<file path="src/rtl/mem_pipe.sv">
// Memory stage of the integer/FP pipeline: issues one data-memory access per
// load/store, stalls upstream until it completes, and drives the M/W register.
module mem_pipe (
  input  logic        clk,
  input  logic        rstn,
  // X/M pipeline register
  input  logic        mem_to_reg_xm,
  input  logic        reg_write_xm,
  input  logic        mem_read_xm,
  input  logic        mem_write_xm,
  input  logic        fp_operation_xm,
  input  logic [31:0] alu_out_xm,
  input  logic [31:0] alu_out_fp_xm,
  input  logic [4:0]  rd_addr_xm,
  input  logic [31:0] mem_data_xm,
  input  logic [31:0] mem_data_fp_xm,
  // data memory
  output logic        dmem_req,
  output logic        dmem_we,
  output logic [31:0] dmem_addr,
  output logic [31:0] dmem_wdata,
  input  logic        dmem_ack,
  input  logic [31:0] dmem_rdata,
  // pipeline control / status
  output logic        stall_o,
  output logic        err_o,
  // M/W pipeline register
  output logic        mem_to_reg_mw,
  output logic        reg_write_mw,
  output logic        fp_operation_mw,
  output logic [4:0]  rd_addr_mw,
  output logic [31:0] alu_out_mw,
  output logic [31:0] alu_out_fp_mw,
  output logic [31:0] mem_data_to_reg_mw,
  output logic [31:0] mem_data_to_reg_fp
);

  typedef enum logic [1:0] {IDLE, BUSY, DONE} state_t;

  typedef struct packed {
    logic        req;
    logic        we;
    logic [31:0] addr;
    logic [31:0] wdata;
  } dmem_req_t;

  state_t      r_state, w_state_nxt;
  dmem_req_t   r_req;
  logic [3:0]  r_wait_cnt;
  logic [31:0] r_cap_data;
  logic        r_err;

  logic        w_access;
  logic        w_stall;
  logic        w_cnt_max;
  logic [31:0] w_addr;
  logic [31:0] w_wdata;

  assign w_access  = mem_read_xm | mem_write_xm;
  assign w_cnt_max = (r_wait_cnt == 4'hF);
  assign w_addr    = fp_operation_xm ? alu_out_fp_xm  : alu_out_xm;
  assign w_wdata   = fp_operation_xm ? mem_data_fp_xm : mem_data_xm;

  // Next state and the combinational stall.
  always_comb begin
    w_state_nxt = r_state;
    w_stall     = 1'b0;
    case (r_state)
      IDLE: begin
        if (w_access) begin
          w_stall     = 1'b1;
          w_state_nxt = BUSY;
        end
      end
      BUSY: begin
        w_stall = 1'b1;
        if (dmem_ack || w_cnt_max) w_state_nxt = DONE;
      end
      DONE:    w_state_nxt = IDLE;
      default: w_state_nxt = IDLE;
    endcase
  end

  // Reset forces IDLE, but a load/store still sitting in X/M must not
  // raise stall while reset is held.
  assign stall_o = w_stall & rstn;

  always_ff @(posedge clk or negedge rstn) begin
    if (!rstn) r_state <= IDLE;
    else       r_state <= w_state_nxt;
  end

  // Memory request, wait counter, read capture and timeout flag.
  always_ff @(posedge clk or negedge rstn) begin
    if (!rstn) begin
      r_req      <= '0;
      r_wait_cnt <= '0;
      r_cap_data <= '0;
      r_err      <= 1'b0;
    end else begin
      case (r_state)
        IDLE: begin
          r_wait_cnt <= '0;
          if (w_access) begin
            r_req.req   <= 1'b1;
            r_req.we    <= ~mem_read_xm;
            r_req.addr  <= {w_addr[31:2], 2'b00};
            r_req.wdata <= w_wdata;
          end
        end
        BUSY: begin
          r_wait_cnt <= r_wait_cnt + 4'd1;
          // A completion arriving on the last wait cycle beats the timeout.
          if (dmem_ack) begin
            r_cap_data <= dmem_rdata;
            r_req.req  <= 1'b0;
          end else if (w_cnt_max) begin
            r_cap_data <= '0;
            r_err      <= 1'b1;
            r_req.req  <= 1'b0;
          end
        end
        default: r_wait_cnt <= '0;
      endcase
    end
  end

  assign dmem_req   = r_req.req;
  assign dmem_we    = r_req.we;
  assign dmem_addr  = r_req.addr;
  assign dmem_wdata = r_req.wdata;
  assign err_o      = r_err;

  // M/W register: bubble while stalled, otherwise follow X/M.
  always_ff @(posedge clk or negedge rstn) begin
    if (!rstn) begin
      mem_to_reg_mw   <= 1'b0;
      reg_write_mw    <= 1'b0;
      fp_operation_mw <= 1'b0;
      rd_addr_mw      <= '0;
      alu_out_mw      <= '0;
      alu_out_fp_mw   <= '0;
    end else if (w_stall) begin
      mem_to_reg_mw <= 1'b0;
      reg_write_mw  <= 1'b0;
    end else begin
      mem_to_reg_mw   <= mem_to_reg_xm;
      reg_write_mw    <= reg_write_xm;
      fp_operation_mw <= fp_operation_xm;
      rd_addr_mw      <= rd_addr_xm;
      alu_out_mw      <= alu_out_xm;
      alu_out_fp_mw   <= alu_out_fp_xm;
    end
  end

  // Load data is committed only as the access retires.
  always_ff @(posedge clk or negedge rstn) begin
    if (!rstn) begin
      mem_data_to_reg_mw <= '0;
      mem_data_to_reg_fp <= '0;
    end else if (r_state == DONE && mem_read_xm) begin
      if (fp_operation_xm) mem_data_to_reg_fp <= r_cap_data;
      else                 mem_data_to_reg_mw <= r_cap_data;
    end
  end

endmodule

</file>
<file path="config.mk">
export PLATFORM = sky130hd
export DESIGN_NAME = mem_pipe
export DESIGN_NICKNAME = d
export VERILOG_FILES = /design/src/rtl/mem_pipe.sv
export SDC_FILE = /design/constraint.sdc
export NUM_CORES = 1
export LEC_CHECK = 0
export CORE_AREA = 2 2 146 148
export DETAILED_ROUTE_END_ITERATION = 10
export DIE_AREA = 0 0 148 150
export MAX_ROUTING_LAYER = met4
export PLACE_DENSITY = 0.86
export RECOVER_POWER = 100
export SLEW_MARGIN = 20
export SYNTH_ARGS = -nofsm -noshare
export SYNTH_HDL_FRONTEND = slang
export SYNTH_SLANG_ARGS = --single-unit
export TNS_END_PERCENT = 50
</file>
<file path="constraint.sdc">
create_clock -name clk -period 3.4 [get_ports clk]
set_clock_uncertainty 0.2 [all_clocks]
set_input_delay 0.51 -clock clk [delete_from_list [all_inputs] [get_ports clk]]
set_output_delay 0.51 -clock clk [all_outputs]
set_load 0.01 [all_outputs]
</file>
==> metrics.md, run 1 <==
| Metric | Value |
|---|---|
| Outcome | finished with violations |
| Failing checks | max-capacitance violations, max-slew violations |
| Finish-stage setup viols | 0 |
| Worst setup margin | 0.370 ns |
| Maximum VDD drop | approximately 0.58 mV |
| Worst-skew pair later-pin latency | ~0.51 ns |
| Final TNS setup | 0 ns |
| TritonCTS clock tree | yes |
| Main flop type after synthesis | dfrtp_1 |
| Worst-path clk slew | about 0.060 ns |
| Placed Instances | ~1,300 |
| Overall Global Routing Usage | roughly a quarter |
| Slew margin rel. | -25.4% |
| Final ANT Viol Nets | 0 |
| HPWL Detailed | approximately 19 mm |
| Fin crit share | slightly below 90% |
| Yosys warnings | 0 |
| Post-Route WL | ~27 mm |
| Fmax | 330 MHz |
| Synthesized area | ~0.0095 mm² |
| Die height | about 150 µm |
| Min Tclk post-route | around 3.0 ns |
| Worst Tran Pin Value | between 1.5 and 2 ns |
| Nets | ~1,200 |
| Commonest non-fill, non-tap cell in the layout | dfrtp_1 |
| Die Wd | roughly 150 µm |
| CTS buffer count | 25 |
| Arr. time, crit path | roughly 3.2 ns |
| Yosys top cell area share | 62.9% |
| First-pass GRT wire length | between 40 and 50 mm |
| Post-synthesis sequential area ratio | between 60 and 70% |
| # fillers | 1,451 |
| Clock sinks | about 240 |
| Initial drt markers | ~310 |
| Slew Limit Fails | approximately 170 |
| GP Congestion | between 0.8 and 0.9 |
| Crit-path max FO | 72 |
| H-tree levels | 1 |
| Vias | 7,022 |
| WL per Instance | 20.3 µm |
| Share of post-route cells with drive strength above 1 | roughly 17% |
| Initial antenna violation count | 0 |
| Port Buf Inserts | ~370 |
| Syn Inst Count | 673 |
| Crit. End Element | flip-flop |
| Power Density | a little over 900 mW/mm² |
| Final Hold Violating Endpoints | 0 |
| Largest net degree at the start of global routing | 168 |
| Max capacitance violation total | 4 |
| Residual DRC | 0 |
| Clock Tree Buf Depth | 3 |
| Final core utilization | between 60% and 70% |
| CTS root buffer | clkbuf_16 |
| Starting Density | between 40% and 50% |
| Leak | 6.31 nW |
| Vias in the first global route | between 7,000 and 8,000 |
| Netlist cell types | 31 |
| Total power | roughly 13 mW |
| Average instance area after synthesis | around 14 µm² |
| RSZ-0062 raised after global routing | no |
| Area Overhead vs Synth | 50.0% |
| Post-synth EDFFs | 0 |
| Fin cells | about 1,300 |
| Crit path launch type | primary input |
| Ys async rst share | 100% |
| Hold Path Class | reg2reg |
| GRT Residual Overflow | 0 |
| Num ports | 377 |
| Flops & latches, synth | roughly 240 |
| Rows | 53 |
| Most frequent cells in the layout | dfrtp_1, dlygate4sd3_1, clkdlybuf4s50_1, mux2_2, a21oi_1 |
| CP required | ~3.6 ns |
| Synth area leader | dfrtp_1 |
| Ranking of synthesized cells by area | dfrtp_1, mux2_2, a21oi_1 |
| Antenna cell count | 0 |
| Vias/cell | roughly 5.3 |
| DR pass1 iterations | 6 |
| Setup CP Type | in2reg |
| Die area | between 0.02 and 0.025 mm² |
| Core box area | roughly 0.021 mm² |
| Place WS | around 0.57 ns |
registers in the layout, indices dropped and copies added (netlist names):
| name | flops |
|---|---|
| alu_out_fp_mw | 32 |
| dmem_req | 1 |
| r_state | 2 |
| mem_data_to_reg_mw | 32 |
| fp_operation_mw | 1 |
| err_o | 1 |
| dmem_we | 1 |
| r_wait_cnt | 4 |
| reg_write_mw | 1 |
| rd_addr_mw | 5 |
| dmem_addr | 30 |
| alu_out_mw | 32 |
| dmem_wdata | 32 |
| mem_data_to_reg_fp | 32 |
| mem_to_reg_mw | 1 |
| r_cap_data | 32 |
where the power goes:
part / total (mW) / leakage [nW] / internal [mW] / switching, mW
sequential: 4.92 / 2.87 / 4.20 / 0.720
combinational: 5.20 / 3.03 / 2.82 / 2.37
clock: 2.82 / 0.423 / 1.72 / 1.10
critical path, cell delays in order:
cell and delay (ns):
dlygate4sd3_1 0.60, nor3_1 0.32, nor2_4 0.07, clkbuf_2 0.98, mux2_1 0.70
through the flow:
step           hold WS (ns)  cell area [µm²]
2_1_floorplan        0.0144             9510
3_3_place_gp          0.221            13500
3_5_place_dp          0.219            13500
4_1_cts               0.268            14300
5_1_grt               0.301            14300
6_report              0.267            14300
cell families (layout without fill, tap and decap cells):
| kind of cell | after synthesis | in the layout | synth area share, % |
|---|---|---|---|
| multiplexers | 196 | 196 | 22.4 |
| AO/OA/AOI/OAI | 162 | 162 | 9.94 |
| other | 1 | 2 | 0.0394 |
| flip-flops | 239 | 239 | 62.9 |
| AND/OR/NAND/NOR | 21 | 21 | 1.24 |
| XOR/XNOR | 2 | 2 | 0.184 |
| adder cells (fa/ha/maj) | 1 | 1 | 0.132 |
| buffers and inverters | 51 | 434 | 3.17 |
per-layer routing:
metal	part of all wire [%]	vias to the layer above	global-route usage, %
met1	39	3514	29.5
met4	2.9	0	8.19
met5	0	-	-
met2	50	282	40.4
met3	7.5	55	5.52
li1	-	3171	-
synthesized netlist by cell type (all sizes together), types with 2 or more instances:
library cell / count
dfrtp: 239
mux2i: 62
nand2: 2
nor3: 2
a22o: 32
buf: 40
nor2: 6
nor2b: 3
a21oi: 126
clkbuf: 10
and2: 4
mux2: 134
what timing repair did:
action,4_1_cts,5_1_grt
hold buffers,1,0
setup buffers,0,0
endpoints found under the hold margin,40,0
gates resized for setup,0,0
worst paths after layout:
kind / depth (start not counted) / startpoint / slack [ns] / end
max in group asynchronous: 3 / rstn / 0.81 / mem_data_to_reg_fp[5]
hold reg to reg: 1 / r_wait_cnt[0] / 0.27 / r_wait_cnt[0]
hold / removal: 1 / r_wait_cnt[0] / 0.27 / r_wait_cnt[0]
setup reg to reg: 4 / r_state[0] / 0.50 / alu_out_fp_mw[1]
min in group asynchronous: 2 / rstn / 0.29 / alu_out_fp_mw[19]
setup / recovery: 5 / mem_write_xm / 0.37 / alu_out_fp_mw[1]
layout make-up:
cell class / instances / area [µm²] / share of cell area (%)
tap: 275 / 344 / 2.41
inverter: 1 / 3.75 / 0.0263
clock inverter: 12 / 164 / 1.15
multi-input combinational: 384 / 3240 / 22.7
clock buffer: 32 / 682 / 4.78
sequential: 239 / 5980 / 41.9
timing repair buffer: 389 / 3850 / 27.0
(Power assumes the default switching activity.)
==> run 2, diff against run 1 <==
--- a/config.mk
+++ b/config.mk
@@ -9,7 +9,7 @@
 export DETAILED_ROUTE_END_ITERATION = 10
 export DIE_AREA = 0 0 148 150
 export MAX_ROUTING_LAYER = met4
-export PLACE_DENSITY = 0.86
+export PLACE_DENSITY = 0.84
 export RECOVER_POWER = 100
 export SLEW_MARGIN = 20
 export SYNTH_ARGS = -nofsm -noshare
==> run 2 against run 1 <==
Compared with the run above: via count rose by 0.56%; the flow still finishes with violations (max-capacitance violations, max-slew violations); highest routed layer unchanged; fmax fell by 0.85%; cell count rose by 0.23%; first-iteration DRC count fell by 30%; global-route usage rose by 0.37 points; non-clock buffer count fell by 2; sequential cell count did not move; hold slack got worse by 0.0078 ns; wire length rose by 1.2%; sequential share of layout area fell by 0.32 points; sequential power rose by 0.8%; combinational power barely moved.
==> metrics.md, run 2 (synthesis gave the netlist of run 1 again) <==
| Metric | Value |
|---|---|
| Outcome | finished with violations |
| Failing checks | max-capacitance violations, max-slew violations |
| Share of post-route cells with drive strength above 1 | about 18% |
| Overall Global Routing Usage | around 25% |
| Arr. time, crit path | about 3.2 ns |
| Cell Chain, Critical Path | dlygate4sd3_1 > or2_2 > and2_0 > buf_4 > a21oi_1 |
| Fin crit share | between 80% and 90% |
| Final ANT Viol Nets | 0 |
| Setup CP Type | in2reg |
| Max capacitance violation total | 4 |
| Placed Area | about 0.013 mm² |
| Reg2reg end | dmem_wdata[27] |
| Post-CTS resize count | 0 |
| Clock sinks | about 240 |
| Number of buffers and inverters on the critical path | 2 |
| R2R setup slack | 0.48 ns |
| Worst-path clk slew | ~0.060 ns |
| RSZ-0062 raised after global routing | no |
| Initial drt markers | between 200 and 250 |
| Final TNS setup | 0 ns |
| Min Tclk post-route | approximately 3.1 ns |
| Residual DRC | 0 |
| Crit-path max FO | 36 |
| Register-to-Register Path Depth | 4 |
| Die area | about 0.022 mm² |
| CP peak stage delay | around 1.3 ns |
| Final instance area | 0.0144 mm² |
| Hold buffers post-CTS | 1 |
| Setup bufs post-CTS | 0 |
| Clock Tree Buf Depth | 3 |
| Final Hold Violating Endpoints | 0 |
| HPWL Detailed | roughly 19 mm |
| Num ports | approximately 380 |
| Finish-stage setup viols | 0 |
| TritonCTS clock tree | yes |
| Rows | 53 |
| Maximum VDD drop | between 0.6 and 0.7 mV |
| Hold Path Class | reg2reg |
| Initial antenna violation count | 2 |
| Final core utilization | a little over two thirds |
| Worst Tran Pin Value | ~1.9 ns |
| DR pass1 iterations | 5 |
| Leak | between 6 and 7 nW |
| Vias in the first global route | roughly 7,300 |
| Largest delay share family, worst path | simple AND/OR/NAND/NOR gates |
| Worst setup path startpoint | mem_read_xm |
| Slew margin rel. | -24.4% |
| Post-Route WL | around 27 mm |
| Area Overhead vs Synth | 51.2% |
| Port Buf Inserts | roughly 370 |
| Die Wd | 148 µm |
| # fillers | about 1,500 |
| Largest net degree at the start of global routing | ~140 |
| Worst r2r src | r_state[1] |
| Fmax | 327 MHz |
| WL per Instance | around 21 µm |
| Power Density | 922 mW/mm² |
| CTS buffer count | 26 |
| Crit-path slowest cell | and2_0 |
| Nets | 1,213 |
| Vias/cell | 5.29 |
| Core box area | 0.0207 mm² |
| Slew Limit Fails | 200 |
| Most frequent cells in the layout | dfrtp_1, dlygate4sd3_1, clkdlybuf4s50_1, mux2_2, a21oi_1 |
| Die height | about 150 µm |
| CTS root buffer | clkbuf_16 |
| GP Congestion | between 0.7 and 0.8 |
| First-pass GRT wire length | between 40 and 50 mm |
| Starting Density | roughly 46% |
| Commonest non-fill, non-tap cell in the layout | dfrtp_1 |
| Hold Slack | between 0.2 and 0.3 ns |
| Worst path depth | 5 |
| CP required | approximately 3.6 ns |
| GRT Residual Overflow | 0 |
| Worst-skew pair later-pin latency | about 0.5 ns |
| Vias | 7,061 |
| Crit path launch type | primary input |
| Critical path endpoint | dmem_wdata[27] |
| Crit. End Element | flip-flop |
| H-tree levels | 1 |
run 2: cell types whose count changed in the layout (fill, tap and decap cells not counted), sizes merged:
| cell | change |
|---|---|
| inv | -1 |
| clkinvlp | +2 |
| clkinv | -2 |
| bufinv | +2 |
| diode | +2 |
run 2: stage by stage:
step	power, mW	instances	setup WS (ns)
6_report	13.3	1335	0.344
2_1_floorplan	7.40	674	1.44
4_1_cts	13.9	1333	0.431
5_1_grt	14.0	1335	0.206
3_3_place_gp	10.4	1285	0.642
3_5_place_dp	10.7	1285	0.616
run 2: worst register-to-register path: cells and delay by family (launching register included):
family | cells | cell delay [ns]
AO/OA/AOI/OAI | 1 | 0.14
buffers and inverters | 1 | 0.56
flip-flops | 1 | 0.47
AND/OR/NAND/NOR | 2 | 1.41
run 2: worst min path at each step:
stage                        startpoint                 to  slack [ns]  depth (start not counted)
after detailed placement           rstn  alu_out_fp_mw[22]        0.23                          1
after global routing      r_wait_cnt[0]      r_wait_cnt[0]        0.27                          1
final                             err_o              err_o        0.26                          1
after global placement             rstn  alu_out_fp_mw[22]        0.22                          1
after floorplan                    rstn   alu_out_fp_mw[0]        0.01                          0
after CTS                 r_wait_cnt[0]      r_wait_cnt[0]        0.26                          1
run 2: cell type report:
cell class / count / area, µm² / area share (%)
diodes: 2 / 5.00 / 0.0348
clock buffers: 34 / 742 / 5.16
clock inverters: 13 / 220 / 1.53
inverters: 1 / 3.75 / 0.0261
multi-input cells: 384 / 3240 / 22.5
flip-flops and latches: 239 / 5980 / 41.6
well taps: 275 / 344 / 2.39
repair buffers: 387 / 3840 / 26.7
run 2: per-layer routing:
layer | global-route usage [%] | part of all wire [%]
met1 | 29.3 | 38
met2 | 41.0 | 50
met3 | 5.88 | 7.8
met4 | 9.48 | 3.7
met5 | - | 0
run 2: report_power, final:
group / switching [mW] / total (mW) / leakage (nW) / internal, mW
combinational: 2.36 / 5.18 / 3.03 / 2.82
clock: 1.13 / 3.12 / 0.470 / 1.99
sequential: 0.757 / 4.96 / 2.87 / 4.21
==> run 3, diff against run 2 <==
--- a/config.mk
+++ b/config.mk
@@ -6,8 +6,11 @@
 export NUM_CORES = 1
 export LEC_CHECK = 0
 export CORE_AREA = 2 2 146 148
+export CTS_BUF_LIST = sky130_fd_sc_hd__clkbuf_4 sky130_fd_sc_hd__clkbuf_8 sky130_fd_sc_hd__clkbuf_16
+export CTS_CLUSTER_DIAMETER = 30
 export DETAILED_ROUTE_END_ITERATION = 10
 export DIE_AREA = 0 0 148 150
+export HOLD_SLACK_MARGIN = 0.15
 export MAX_ROUTING_LAYER = met4
 export PLACE_DENSITY = 0.84
 export RECOVER_POWER = 100
==> run 3 against run 2 <==
Compared with the run above: design area increased by 4.7%; critical endpoint is now alu_out_mw[16]; register-to-register slack hardly changed; the flow still finishes with violations (max-capacitance violations, max-slew violations); via count grew 2.0%; worst setup slack improved by 0.039 ns; sequential cell count unchanged; critical path type unchanged; largest cell class unchanged; utilization increased by 3.3 points; critical path depth is the same.
==> metrics.md, run 3 (synthesis gave the netlist of run 1 again) <==
| Metric | Value |
|---|---|
| RSZ-0062 raised after global routing | no |
| Worst-skew pair later-pin latency | 0.52 ns |
| Post-CTS resize count | 0 |
| First-pass GRT wire length | approximately 43 mm |
| Final Hold Violating Endpoints | 0 |
| Clock power share | between 30% and 40% |
| WL per Instance | ~20 µm |
| CTS root buffer | clkbuf_16 |
| Crit-path max FO | a little over 70 |
| GRT Residual Overflow | 0 |
| CP required | ~3.6 ns |
| Share of post-route cells with drive strength above 1 | 20.5% |
| Setup bufs post-CTS | 0 |
| Vias/cell | approximately 5.3 |
| Vias in the first global route | between 7,000 and 8,000 |
| Max capacitance violation total | 4 |
| Net Sw Frac | between 30% and 40% |
| Port Buf Inserts | between 300 and 400 |
| Slew Limit Fails | around 200 |
| Clock sinks | 239 |
| Clock Tree Buf Depth | 3 |
| Outcome | finished with violations |
| Cell Chain, Critical Path | dlygate4sd3_1 > nor3_1 > nor2_4 > clkbuf_2 > mux2_1 |
| Leak | 6.69 nW |
| H-tree levels | 2 |
| Nets | about 1,200 |
| Core box area | roughly 0.021 mm² |
| Final TNS setup | 0 ns |
| Place WS | around 0.62 ns |
| Slew margin rel. | -33.4% |
| Hold Path Class | in2async |
| Crit path launch type | primary input |
| Die height | ~150 µm |
| Worst setup path startpoint | mem_read_xm |
| Placed Area | 0.0134 mm² |
| DR pass1 iterations | 4 |
| Worst setup margin | 0.383 ns |
| Hold buffers post-CTS | 1 |
| Overall Global Routing Usage | about 26% |
| Post-Route WL | 28.2 mm |
| Psw | approximately 4.6 mW |
| Die Wd | between 100 and 150 µm |
| Worst r2r src | r_state[0] |
| Most frequent cells in the layout | dfrtp_1, dlygate4sd3_1, clkdlybuf4s50_1, a21oi_1, mux2_2 |
| Final instance area | roughly 0.015 mm² |
| Largest net degree at the start of global routing | approximately 140 |
| Min Tclk post-route | between 3 and 4 ns |
| # fillers | ~1,400 |
| Rows | 53 |
| Worst-path clk slew | ~0.050 ns |
| Num ports | between 300 and 400 |
| Die area | 0.0222 mm² |
| Storage cell area | between 0.005 and 0.006 mm² |
| Footprint of the multi-input gates | around 0.0032 mm² |
| Power Density | between 900 and 1000 mW/mm² |
| CP peak stage delay | roughly 1.0 ns |
| Maximum VDD drop | ~0.63 mV |
| Arr. time, crit path | 3.20 ns |
| Crit-path slowest cell | clkbuf_2 |
| Commonest non-fill, non-tap cell in the layout | dfrtp_1 |
| Setup CP Type | in2reg |
| Fmax | between 300 and 400 MHz |
| Total power | between 10 and 15 mW |
| Reg power frac | between 30% and 40% |
| Residual DRC | 0 |
| Crit. End Element | flip-flop |
| Worst Tran Pin Value | 2.00 ns |
| Hold Slack | about 0.26 ns |
| GP Congestion | roughly 0.8 |
| Vias | approximately 7,200 |
| Initial drt markers | 242 |
| Fin crit share | 88.7% |
| Gate power share | around a third |
| HPWL Detailed | roughly 19 mm |
| Initial antenna violation count | 2 |
| R2R setup slack | 0.47 ns |
| Int Power | about 10 mW |
| Failing checks | max-capacitance violations, max-slew violations |
| CTS buffer count | 44 |
| Finish-stage setup viols | 0 |
| Starting Density | a little under half |
| TritonCTS clock tree | yes |
| Area Overhead vs Synth | 58.4% |
| Final ANT Viol Nets | 0 |
## run 3: per-stage QoR
step / util, % / cells
2_1_floorplan: - / 674
3_3_place_gp: 64.9 / 1285
3_5_place_dp: 64.9 / 1285
4_1_cts: 72.9 / 1368
5_1_grt: 72.8 / 1370
6_report: 72.8 / 1370
## run 3: area by class of cell
cell class / count / share of cell area, %
sequential: 239 / 39.7
timing repair buffer: 387 / 25.5
multi-input combinational: 384 / 21.5
clock buffer: 52 / 8.07
clock inverter: 30 / 2.85
tap: 275 / 2.29
antenna: 2 / 0.0332
inverter: 1 / 0.0249
## run 3: routing by layer
metal | vias up | track usage [%] | part of all wire [%]
li1 | 3230 | - | -
met1 | 3577 | 29.3 | 37
met2 | 320 | 42.5 | 51
met3 | 73 | 7.26 | 8.1
met4 | 0 | 11.0 | 3.6
met5 | - | - | 0
## run 3: worst paths after layout
check,endpoint,depth (start not counted)
worst min register to register,r_wait_cnt[0],1
worst min-delay path,alu_out_fp_mw[22],2
worst max register to register,alu_out_mw[16],4
max in group asynchronous,dmem_wdata[1],3
min in group clk,r_wait_cnt[0],1
worst max-delay path,alu_out_mw[16],5
## run 3: critical path: cells and delay by family
kind                   cells  cell delay, ns
buffers and inverters      2            1.60
multiplexers               1            0.74
AND/OR/NAND/NOR            2            0.35
## run 3: power by group through the flow
stage	clock (mW)	sequential (mW)	combinational [mW]
finish	4.75	4.99	5.20
global route	4.95	5.14	5.54
CTS	4.81	5.04	5.67
floorplan	0	5.45	1.94
detailed placement	0	5.03	5.62
global placement	0	4.96	5.49
